**src/rtl/rr_arb_pkg.sv**
```systemverilog
// rtl/rr_arb_pkg.sv - shared types for the round-robin grant controller
package rr_arb_pkg;

   typedef enum logic [0:0] {ST_IDLE, ST_GRANT} rr_state_t;

endpackage

```
**src/rtl/rr_grant_controller_if.sv**
```systemverilog
// rtl/rr_grant_controller_if.sv - request/grant bus between requesters and the grant controller
interface rr_grant_controller_if #(
   parameter int N_REQ = 8,
   parameter int W_IDX = $clog2(N_REQ)
);

   logic [N_REQ-1:0] req_in;
   logic             release_in;
   logic [N_REQ-1:0] gnt_out;
   logic [W_IDX-1:0] gnt_idx;
   logic             gnt_valid;

   modport master (
      output req_in,
      output release_in,
      input  gnt_out,
      input  gnt_idx,
      input  gnt_valid
   );

   modport slave (
      input  req_in,
      input  release_in,
      output gnt_out,
      output gnt_idx,
      output gnt_valid
   );

endinterface

```
**src/rtl/rr_grant_controller_lsb_enc.sv**
```systemverilog
// rtl/rr_grant_controller_lsb_enc.sv - LSB-first priority encoder
module NBitLsbPriorityEncoder #(
   parameter int W_DATA = 8,
   parameter int W_IDX  = $clog2(W_DATA)
) (
   input  logic [W_DATA-1:0] data,
   output logic [W_IDX-1:0]  index,
   output logic              available
);

   // Scan from the top down so the lowest set bit is the last one written and wins.
   always_comb begin
      index     = '0;
      available = 1'b0;
      for (int i = W_DATA - 1; i >= 0; i--) begin
         if (data[i]) begin
            index     = W_IDX'(i);
            available = 1'b1;
         end
      end
   end

endmodule

```
**src/rtl/rr_grant_controller.sv**
```systemverilog
// rtl/rr_grant_controller.sv - sequential round-robin grant controller with hold-until-release
module rr_grant_controller
   import rr_arb_pkg::*;
#(
   parameter int N_REQ = 8,
   parameter int W_IDX = $clog2(N_REQ)
) (
   input  logic                 clk,
   input  logic                 rst,
   rr_grant_controller_if.slave bus
);

   rr_state_t        state;
   logic [W_IDX-1:0] ptr;
   logic [W_IDX-1:0] base;
   logic [N_REQ-1:0] mask;
   logic [N_REQ-1:0] masked;
   logic [W_IDX-1:0] idx_masked;
   logic [W_IDX-1:0] idx_unmasked;
   logic             masked_avail;
   logic             any_req;
   logic [W_IDX-1:0] winner;

   // While a grant is held the search starts after the holder; from idle it starts after the last holder.
   always_comb begin
      base = (state == ST_GRANT) ? bus.gnt_idx : ptr;
      mask = '0;
      for (int i = 0; i < N_REQ; i++) begin
         mask[i] = (W_IDX'(i) > base);
      end
      masked = bus.req_in & mask;
   end

   NBitLsbPriorityEncoder #(.W_DATA(N_REQ)) u_enc_masked (
      .data      (masked),
      .index     (idx_masked),
      .available (masked_avail)
   );

   NBitLsbPriorityEncoder #(.W_DATA(N_REQ)) u_enc_unmasked (
      .data      (bus.req_in),
      .index     (idx_unmasked),
      .available (any_req)
   );

   // Nothing above the base means wrap around to the lowest requester overall.
   always_comb begin
      winner = masked_avail ? idx_masked : idx_unmasked;
   end

   // Grant FSM: load on request from idle, hold until release, then rotate or fall idle.
   always_ff @(posedge clk) begin
      if (rst) begin
         state         <= ST_IDLE;
         ptr           <= W_IDX'(N_REQ - 1);
         bus.gnt_out   <= '0;
         bus.gnt_idx   <= '0;
         bus.gnt_valid <= 1'b0;
      end else begin
         case (state)
            ST_IDLE: begin
               if (any_req) begin
                  state         <= ST_GRANT;
                  bus.gnt_idx   <= winner;
                  bus.gnt_out   <= N_REQ'(1) << winner;
                  bus.gnt_valid <= 1'b1;
               end
            end
            ST_GRANT: begin
               if (bus.release_in) begin
                  ptr <= bus.gnt_idx;
                  if (any_req) begin
                     bus.gnt_idx   <= winner;
                     bus.gnt_out   <= N_REQ'(1) << winner;
                     bus.gnt_valid <= 1'b1;
                  end else begin
                     state         <= ST_IDLE;
                     bus.gnt_idx   <= '0;
                     bus.gnt_out   <= '0;
                     bus.gnt_valid <= 1'b0;
                  end
               end
            end
            default: begin
               state         <= ST_IDLE;
               bus.gnt_idx   <= '0;
               bus.gnt_out   <= '0;
               bus.gnt_valid <= 1'b0;
            end
         endcase
      end
   end

endmodule

```
**src/flat_wrapper.sv**
```systemverilog
// flat-port wrapper written by rule: the top's interface ports become plain ports
module rr_grant_controller_flat import rr_arb_pkg::*;
#(
   parameter int N_REQ = 8,
   parameter int W_IDX = $clog2(N_REQ)
)
  (clk, rst, bus_req_in, bus_release_in, bus_gnt_out, bus_gnt_idx, bus_gnt_valid);
  rr_grant_controller_if #(.N_REQ(N_REQ), .W_IDX(W_IDX)) bus_i ();
  input  logic clk;
  input  logic rst;
  input wire logic [$bits(bus_i.req_in)-1:0] bus_req_in;
  input wire logic [$bits(bus_i.release_in)-1:0] bus_release_in;
  output wire logic [$bits(bus_i.gnt_out)-1:0] bus_gnt_out;
  output wire logic [$bits(bus_i.gnt_idx)-1:0] bus_gnt_idx;
  output wire logic [$bits(bus_i.gnt_valid)-1:0] bus_gnt_valid;
  assign bus_i.req_in = bus_req_in;
  assign bus_i.release_in = bus_release_in;
  assign bus_gnt_out = bus_i.gnt_out;
  assign bus_gnt_idx = bus_i.gnt_idx;
  assign bus_gnt_valid = bus_i.gnt_valid;
  rr_grant_controller #(.N_REQ(N_REQ), .W_IDX(W_IDX)) u_core (.clk(clk), .rst(rst), .bus(bus_i));
endmodule
```
**config.mk**
```make
export PLATFORM = sky130hd
export DESIGN_NAME = rr_grant_controller_flat
export DESIGN_NICKNAME = d
export VERILOG_FILES = /design/src/rtl/rr_arb_pkg.sv /design/src/rtl/rr_grant_controller_if.sv /design/src/rtl/rr_grant_controller_lsb_enc.sv /design/src/rtl/rr_grant_controller.sv /design/src/flat_wrapper.sv
export SDC_FILE = /design/constraint.sdc
export NUM_CORES = 1
export LEC_CHECK = 0
export ABC_CLOCK_PERIOD_IN_PS = 2000
export CORE_MARGIN = 10
export CORE_UTILIZATION = 43
export DETAILED_ROUTE_END_ITERATION = 6
export GPL_TIMING_DRIVEN = 0
export PLACE_DENSITY = 0.83
export SLEW_MARGIN = 20
export SYNTH_ARGS = -nofsm -noshare
export SYNTH_HDL_FRONTEND = slang
export SYNTH_HIERARCHICAL = 1
export SYNTH_SLANG_ARGS = --single-unit
```
**constraint.sdc**
```tcl
create_clock -name clk -period 2 [get_ports clk]
set_input_delay 0.5 -clock clk [delete_from_list [all_inputs] [get_ports clk]]
set_output_delay 0.5 -clock clk [all_outputs]
set_load 0.005 [all_outputs]
```
==> impl_table.tex, run 1 <==
\begin{tabular}{lr}
\hline
Metric & Value \\
\hline
\multicolumn{2}{l}{\textbf{Floorplan}} \\
\quad Full die area & 0.004521 sq mm \\
\quad Starting density of the core & 0.4423 \\
\quad Cell Rows & 17 \\
\quad Overall die width & 67.24 um \\
\quad \# IOs & 23 \\
\quad Die H & 67.24 um \\
\quad Area inside the core boundary & roughly 0.0022 sq mm \\
\multicolumn{2}{l}{\textbf{Drt}} \\
\quad Vias after detailed routing & 969 \\
\quad Routed wire length & 2.718 mm \\
\quad Detailed-routing iteration count for the pre-antenna-repair pass & 4 \\
\quad DRC marker count from the first detailed-route iteration & 74 \\
\quad Top routing layer used & met4 \\
\quad Via-per-instance ratio & 5.413 \\
\quad DRC violation count after routing & 0 \\
\quad Wire length on met1 & 1.222 mm \\
\quad ANT nets after route & 0 \\
\quad Post-detailed-route wirelength per cell & 15.18 um \\
\quad Detailed route wirelength on metal3 & around 180 um \\
\quad Routed length on met2 & 1.269 mm \\
\multicolumn{2}{l}{\textbf{Pwr}} \\
\quad Net switching power of the design & between 200 and 300 uW \\
\quad Switching Share & 0.3085 \\
\quad Proportion of power drawn by the clock network & 0.251 \\
\quad Leakage component of the power & roughly 0.0006 uW \\
\quad Power per unit of standard cell area & 602.9 mW/mm\^{}2 \\
\quad Peak supply drop & 551.2 uV \\
\quad Int Power & 593.6 uW \\
\quad Sequential share of power & 0.422 \\
\quad Combinational share of power & 0.327 \\
\multicolumn{2}{l}{\textbf{GRT}} \\
\quad Largest net degree at the start of global routing & 11 \\
\quad First-pass GRT wire length & 4.526 mm \\
\quad Aggregate global-route resource usage & 0.1260 \\
\quad Global-route congestion overflow total & 0 \\
\quad Initial antenna violation count & 0 \\
\quad Number of global-route vias before repair & 1001 \\
\multicolumn{2}{l}{\textbf{Outcome}} \\
\quad Violations in the final reports & negative setup slack \\
\quad Outcome & finished with violations \\
\multicolumn{2}{l}{\textbf{STA}} \\
\quad Final worst path period need & between 2 and 2.5 ns \\
\quad Slew at the pin closest to its max-slew limit & 0.5170 ns \\
\quad Worst Setup Slack, final & -0.2136 ns \\
\quad Final-layout setup total negative slack & -1.940 ns \\
\quad \# setup viols final & 11 \\
\quad Relative slew slack & 0.6509 \\
\quad Portion of the clock cycle consumed by the worst path in the final layout & 1.107 \\
\quad RSZ-0062 raised after global routing & yes \\
\quad Highest clock rate & 451.8 MHz \\
\quad Max Slew Vio Count & 0 \\
\quad Final count of hold timing violations & 0 \\
\quad Clock tree skew after final layout & 0.003379 ns \\
\multicolumn{2}{l}{\textbf{Finish}} \\
\quad Fraction of layout cells with a size suffix above 1 & 0.3179 \\
\quad Leading cell type in the layout, fill and taps excluded & sky130\_fd\_sc\_hd\_\_nor2\_1 \\
\quad Post-route design area & 0.001424 sq mm \\
\quad Final core area utilization & 0.6563 \\
\quad Area growth from synthesis to layout & 48.37\% \\
\quad ANT cells & 0 \\
\quad Top library cells by usage in the layout, fill and taps aside & 23 x sky130\_fd\_sc\_hd\_\_nor2\_1, 18 x sky130\_fd\_sc\_hd\_\_clkdlybuf4s50\_1, 11 x sky130\_fd\_sc\_hd\_\_dfxtp\_1 \\
\quad Non-filler instance count after layout & 179 \\
\quad Number of nets at the end of the flow & 163 \\
\multicolumn{2}{l}{\textbf{Synthesis}} \\
\quad Area leader, netlist & sky130\_fd\_sc\_hd\_\_dfxtp\_1 \\
\quad Share of the synthesized area in the top cell type & 0.3338 \\
\quad Fraction of synthesis flops using an asynchronous set or reset pin & 0 \\
\quad Number of distinct library cell variants in the gate-level netlist after synthesis & 32 \\
\quad Sequential area share after synthesis & 0.3338 \\
\quad Dominant register cell in the synthesized netlist & sky130\_fd\_sc\_hd\_\_dfxtp\_1 \\
\quad Dominant cells by area after synthesis & sky130\_fd\_sc\_hd\_\_dfxtp\_1 33\%, sky130\_fd\_sc\_hd\_\_nor2\_1 10\%, sky130\_fd\_sc\_hd\_\_a22oi\_1 7.0\%, sky130\_fd\_sc\_hd\_\_mux2i\_1 5.2\%, sky130\_fd\_sc\_hd\_\_nor2b\_1 4.6\% \\
\quad Flip-flop and latch count after synthesis & 16 \\
\quad Average instance area after synthesis & 8.273 sq um \\
\quad Yosys synthesis warning count & 6 \\
\quad Number of standard cells after synthesis & 116 \\
\quad Post-synthesis instance area & 959.7 sq um \\
\quad Count of flip-flops with a built-in enable after synthesis & 0 \\
\multicolumn{2}{l}{\textbf{Setup path}} \\
\quad Data arrival time at the worst-slack endpoint & 2.39 ns \\
\quad Critical path type & register to register \\
\quad CP max-delay cell & sky130\_fd\_sc\_hd\_\_dfxtp\_4 \\
\quad Cell chain of the critical path & buf\_8 -> mux2i\_2 -> and2\_4 -> nor4\_4 -> nand2\_1 -> buf\_6 -> mux2\_4 -> and3b\_4 -> a22oi\_2 -> nor2\_1 \\
\quad Internal reg-to-reg setup slack & -0.21 ns \\
\quad Category of the worst setup path capture point & register \\
\quad Worst path max stage delay & $\sim$0.37 ns \\
\quad Required @ worst endpoint & 2.17 ns \\
\quad Crit-path max FO & 7 \\
\quad Element type at the critical path start & register \\
\multicolumn{2}{l}{\textbf{Place}} \\
\quad Placed insts & 168 \\
\quad Final RePlAce weighted congestion & 0.8394 \\
\quad Hpwl dp & 1.832 mm \\
\quad Port bufs & 21 \\
\quad Area after DPL & 0.001224 sq mm \\
\multicolumn{2}{l}{\textbf{Clock tree}} \\
\quad CTS root buffer & sky130\_fd\_sc\_hd\_\_clkbuf\_4 \\
\quad H-Tree Level Count & 1 \\
\quad Clock sink count & 16 \\
\quad TritonCTS buffer count & 3 \\
\quad Clock tree from TritonCTS & done \\
\quad Clock input transition at the sequential cells of the worst setup and hold paths & 0.09 ns \\
\quad Clock latency reported for the late side of the worst-skew pair & roughly 0.29 ns \\
\quad Worst-case clock buffer depth & 2 \\
\multicolumn{2}{l}{\textbf{Min path}} \\
\quad Min-Delay Path Class & register to register \\
\multicolumn{2}{l}{\textbf{Flow run}} \\
\quad Max\_cap viols & 0 \\
\hline
\end{tabular}
==> cell families (layout without fill, tap and decap cells) <==
group,after synthesis,count (layout),synth area share
and+or+nand+nor,52,52,0.2907
AOI/OAI and AO/OA,30,30,0.2282
other,1,4,0.003908
DFF,16,16,0.3338
muxes,8,8,0.09126
buffers and inverters,9,41,0.05213
==> cell usage after synthesis (3+ instances only) <==
| cell type | count |
|---|---|
| sky130_fd_sc_hd__a21oi_1 | 5 |
| sky130_fd_sc_hd__o21bai_1 | 3 |
| sky130_fd_sc_hd__a22oi_1 | 9 |
| sky130_fd_sc_hd__and3_1 | 3 |
| sky130_fd_sc_hd__a211o_1 | 3 |
| sky130_fd_sc_hd__nor2_1 | 26 |
| sky130_fd_sc_hd__dfxtp_1 | 16 |
| sky130_fd_sc_hd__o21ai_0 | 3 |
| sky130_fd_sc_hd__nor2b_1 | 7 |
| sky130_fd_sc_hd__mux2i_1 | 5 |
| sky130_fd_sc_hd__nand2_1 | 5 |
| sky130_fd_sc_hd__inv_1 | 4 |
==> per-layer routing <==
metal	vias up	global-route usage
met5	-	0
met4	0	0.05385
met3	5	0.04298
met2	25	0.2085
met1	461	0.1447
li1	478	-
==> power by group through the flow <==
stage	clock, uW	sequential (uW)	combinational (uW)
4_1_cts	217	359	256
6_report	216	362	281
2_1_floorplan	0	363	140
3_3_place_gp	0	363	219
3_5_place_dp	0	364	225
5_1_grt	234	365	307
==> state kept, by name, indices dropped and copies added (netlist names) <==
name and count:
u_core/bus.gnt_out 8, u_core/bus.gnt_idx 3, u_core/ptr 3, u_core/bus.gnt_valid 1, u_core/state 1
==> path summary, 6_finish.rpt <==
| kind | start | depth (start not counted) | to |
|---|---|---|---|
| worst max register to register | u_core/state | 10 | u_core/bus.gnt_out[5] |
| worst min register to register | u_core/ptr[0] | 1 | u_core/ptr[0] |
| worst max-delay path | u_core/state | 10 | u_core/bus.gnt_out[5] |
| worst min-delay path | u_core/ptr[0] | 1 | u_core/ptr[0] |
==> worst max-delay path: cells and delay by family (launching register included) <==
family,cells,cell delay [ns]
AO/OA/AOI/OAI,1,0.14
buffers and inverters,2,0.28
flip-flops,1,0.37
multiplexers,2,0.49
AND/OR/NAND/NOR,5,0.81
==> area by class of cell <==
type	count	area, sq um
Clock buffer	4	36.28
Fill cell	187	745.7
Inverter	4	15.01
Tap cell	28	35.03
Timing Repair Buffer	28	259.0
Sequential cell	16	329.1
Multi-Input combinational cell	94	704.4
Buffer	5	45.04
==> stage by stage <==
step	power (uW)	setup slack, ns	hold slack (ns)
6_report	858.4	-0.2136	0.5007
5_1_grt	906.5	-0.3865	0.5362
4_1_cts	831.9	-0.2022	0.5028
3_5_place_dp	589.0	-0.6482	0.4558
3_3_place_gp	582.2	-0.5962	0.4472
2_1_floorplan	502.9	-0.1526	0.4347
==> repair_timing <==
| item | CTS | global route |
|---|---|---|
| buffers inserted | 5 | 2 |
| resized for setup | 22 | 12 |
| hold buffers | 0 | 0 |
| pin swaps | 6 | 4 |
| setup endpoints to repair | 11 | 11 |
(Power assumes the default switching activity.)
==> run 2: changes to the inputs <==
CORE_UTILIZATION = 34   (was 43)
PLACE_DENSITY = 0.7   (was 0.83)
==> run 2 against run 1 <==
Via count fell by 3.5%. Hold slack better by 0.0020 ns. First-iteration DRC count down 62%. The run still ends with negative setup slack left. Critical endpoint is now u_core/bus.gnt_out[1]. Utilization down 16 points. Sequential share of layout area rose by 1.1 points.
==> impl_table.tex, run 2 (same netlist as run 1, synthesis figures left out) <==
\begin{tabular}{lr}
\hline
Metric & Value \\
\hline
\multicolumn{2}{l}{\textbf{Finish}} \\
\quad Final core area utilization & 0.4943 \\
\quad Leading cell type in the layout, fill and taps excluded & sky130\_fd\_sc\_hd\_\_nor2\_1 \\
\quad Number of filler cells placed in the layout & 243 \\
\quad Area growth from synthesis to layout & 40.81\% \\
\quad Registers with the most flip-flops & u\_core/bus.gnt\_out (8), u\_core/bus.gnt\_idx (3), u\_core/ptr (3) \\
\quad Fraction of layout cells with a size suffix above 1 & 0.2449 \\
\quad Largest Register & u\_core/bus.gnt\_out \\
\quad Non-filler instance count after layout & 178 \\
\quad Number of nets at the end of the flow & 159 \\
\quad ANT cells & 0 \\
\quad Top library cells by usage in the layout, fill and taps aside & 24 x sky130\_fd\_sc\_hd\_\_nor2\_1, 21 x sky130\_fd\_sc\_hd\_\_clkdlybuf4s50\_1, 13 x sky130\_fd\_sc\_hd\_\_dfxtp\_1 \\
\quad Flip-flop count of the largest register after layout & 8 \\
\multicolumn{2}{l}{\textbf{STA}} \\
\quad Slew at the pin closest to its max-slew limit & 0.5232 ns \\
\quad RSZ-0062 raised after global routing & yes \\
\quad Max Slew Vio Count & 0 \\
\quad Final count of hold timing violations & 0 \\
\quad Highest clock rate & $\sim$440 MHz \\
\quad Worst Setup Slack, final & -0.2914 ns \\
\quad Relative slew slack & 0.6466 \\
\quad \# setup viols final & 11 \\
\quad Clock tree skew after final layout & 0.006477 ns \\
\quad Minimum hold slack & 0.5027 ns \\
\quad Final worst path period need & 2.291 ns \\
\quad Portion of the clock cycle consumed by the worst path in the final layout & 1.146 \\
\multicolumn{2}{l}{\textbf{Place}} \\
\quad Port bufs & 21 \\
\quad Pre-CTS worst setup slack & -0.6410 ns \\
\quad Placed insts & 171 \\
\quad Hpwl dp & about 2.0 mm \\
\quad Final RePlAce weighted congestion & 0.7627 \\
\multicolumn{2}{l}{\textbf{Pwr}} \\
\quad Peak supply drop & 496.8 uV \\
\quad Leakage component of the power & 0.0005517 uW \\
\quad Power per unit of standard cell area & 618.7 mW/mm\^{}2 \\
\multicolumn{2}{l}{\textbf{Drt}} \\
\quad Vias after detailed routing & 935 \\
\quad Post-detailed-route wirelength per cell & between 10 and 15 um \\
\quad Detailed-routing iteration count for the pre-antenna-repair pass & 4 \\
\quad ANT nets after route & 0 \\
\quad Via-per-instance ratio & 5.253 \\
\quad Routed wire length & 2.576 mm \\
\quad DRC violation count after routing & 0 \\
\quad DRC marker count from the first detailed-route iteration & 28 \\
\multicolumn{2}{l}{\textbf{GRT}} \\
\quad Initial antenna violation count & 0 \\
\quad Aggregate global-route resource usage & 0.09940 \\
\quad First-pass GRT wire length & 4.395 mm \\
\quad Global-route congestion overflow total & 0 \\
\quad Largest net degree at the start of global routing & 11 \\
\quad Number of global-route vias before repair & just over 900 \\
\multicolumn{2}{l}{\textbf{Setup path}} \\
\quad Buf/Inv on CP & 2 \\
\quad Worst path max stage delay & approximately 0.48 ns \\
\quad Cell chain of the critical path & clkdlybuf4s50\_1 -> nor2b\_2 -> nor4\_2 -> nand2\_1 -> buf\_6 -> mux2\_4 -> nor3b\_4 -> a22oi\_1 -> nor2\_1 \\
\quad Crit-path max FO & 5 \\
\quad CP max-delay cell & sky130\_fd\_sc\_hd\_\_clkdlybuf4s50\_1 \\
\quad Required @ worst endpoint & 2.23 ns \\
\quad Delay-heaviest family, CP & simple AND/OR/NAND/NOR gates \\
\quad Element type at the critical path start & primary input \\
\quad Data arrival time at the worst-slack endpoint & 2.52 ns \\
\quad Critical path type & primary input to register \\
\quad Category of the worst setup path capture point & register \\
\multicolumn{2}{l}{\textbf{Min path}} \\
\quad Min-Delay Path Class & register to register \\
\multicolumn{2}{l}{\textbf{Floorplan}} \\
\quad Cell Rows & 19 \\
\quad Starting density of the core & 0.3510 \\
\quad Die H & approximately 73 um \\
\quad Overall die width & 73.13 um \\
\quad Full die area & between 0.005 and 0.006 sq mm \\
\quad \# IOs & 23 \\
\quad Area inside the core boundary & 0.002734 sq mm \\
\multicolumn{2}{l}{\textbf{Clock tree}} \\
\quad Clock tree from TritonCTS & done \\
\quad Clock sink count & 16 \\
\quad CTS root buffer & sky130\_fd\_sc\_hd\_\_clkbuf\_4 \\
\quad TritonCTS buffer count & 3 \\
\quad H-Tree Level Count & 1 \\
\quad Clock latency reported for the late side of the worst-skew pair & 0.29 ns \\
\quad Clock input transition at the sequential cells of the worst setup and hold paths & $\sim$0.10 ns \\
\quad Worst-case clock buffer depth & 2 \\
\multicolumn{2}{l}{\textbf{Flow run}} \\
\quad Max\_cap viols & 0 \\
\multicolumn{2}{l}{\textbf{Outcome}} \\
\quad Outcome & finished with violations \\
\quad Violations in the final reports & negative setup slack \\
\hline
\end{tabular}
## run 2: final cells by class
class	instances	area, sq um	area share
Sequential cell	16	326.6	0.2417
Multi-Input combinational cell	94	660.6	0.4889
Inverter	4	15.01	0.01111
Tap cell	31	38.79	0.02870
Clock buffer	4	36.28	0.02685
Timing Repair Buffer	24	232.7	0.1722
Buffer	5	41.29	0.03056
## run 2: path summary, 6_finish.rpt
kind	from	endpoint	slack [ns]	cells past startpoint
worst max-delay path	bus_req_in[2]	u_core/bus.gnt_out[1]	-0.29	9
worst min-delay path	u_core/ptr[0]	u_core/ptr[0]	0.50	1
worst max register to register	u_core/state	u_core/bus.gnt_out[1]	-0.28	11
worst min register to register	u_core/ptr[0]	u_core/ptr[0]	0.50	1
## run 2: stage by stage
stage               instance area (sq um)  power [uW]  TNS (ns)
detailed placement                   1227       591.5    -6.535
global placement                     1227       585.4    -6.574
global route                         1351       890.7    -4.501
finish                               1351       836.0    -2.739
floorplan                           978.4       502.9   -0.9770
CTS                                  1336       833.2    -2.808
## run 2: worst register-to-register path, stage by stage (launching register included)
cell	delay [ns]
sky130_fd_sc_hd__dfxtp_4	0.37
sky130_fd_sc_hd__buf_6	0.13
sky130_fd_sc_hd__mux2i_2	0.16
sky130_fd_sc_hd__a21oi_2	0.16
sky130_fd_sc_hd__nor2b_2	0.07
sky130_fd_sc_hd__nor4_2	0.28
sky130_fd_sc_hd__nand2_1	0.10
sky130_fd_sc_hd__buf_6	0.14
sky130_fd_sc_hd__mux2_4	0.31
sky130_fd_sc_hd__nor3b_4	0.26
sky130_fd_sc_hd__a22oi_1	0.11
sky130_fd_sc_hd__nor2_1	0.12
## run 2: repair_timing
action	CTS	global route
endpoints found under the setup margin	11	11
setup buffers	3	0
pin swaps	6	2
gates resized for setup	15	5
hold buffers	0	0
## run 2: power breakdown
| part | total [uW] | internal (uW) | leakage, uW | switching, uW |
|---|---|---|---|---|
| sequential | 361 | 340 | 0.000133 | 20.9 |
| clock | 215 | 111 | 0.0000210 | 104 |
| combinational | 260 | 134 | 0.000398 | 126 |
## run 2: per-layer routing
metal | part of all wire | track usage | up-vias | routed length (um)
met3 | 0.055 | 0.02993 | 2 | 141
met5 | 0 | 0 | - | 0
li1 | - | - | 475 | -
met1 | 0.45 | 0.1197 | 441 | 1166
met2 | 0.49 | 0.1662 | 17 | 1251
met4 | 0.0066 | 0.02532 | 0 | 17
==> run 3: changes to the inputs <==
CAP_MARGIN = 10   (was default)
==> results of run 3 <==
No change in the layout: final DEF, timing and power equal those of run 2.
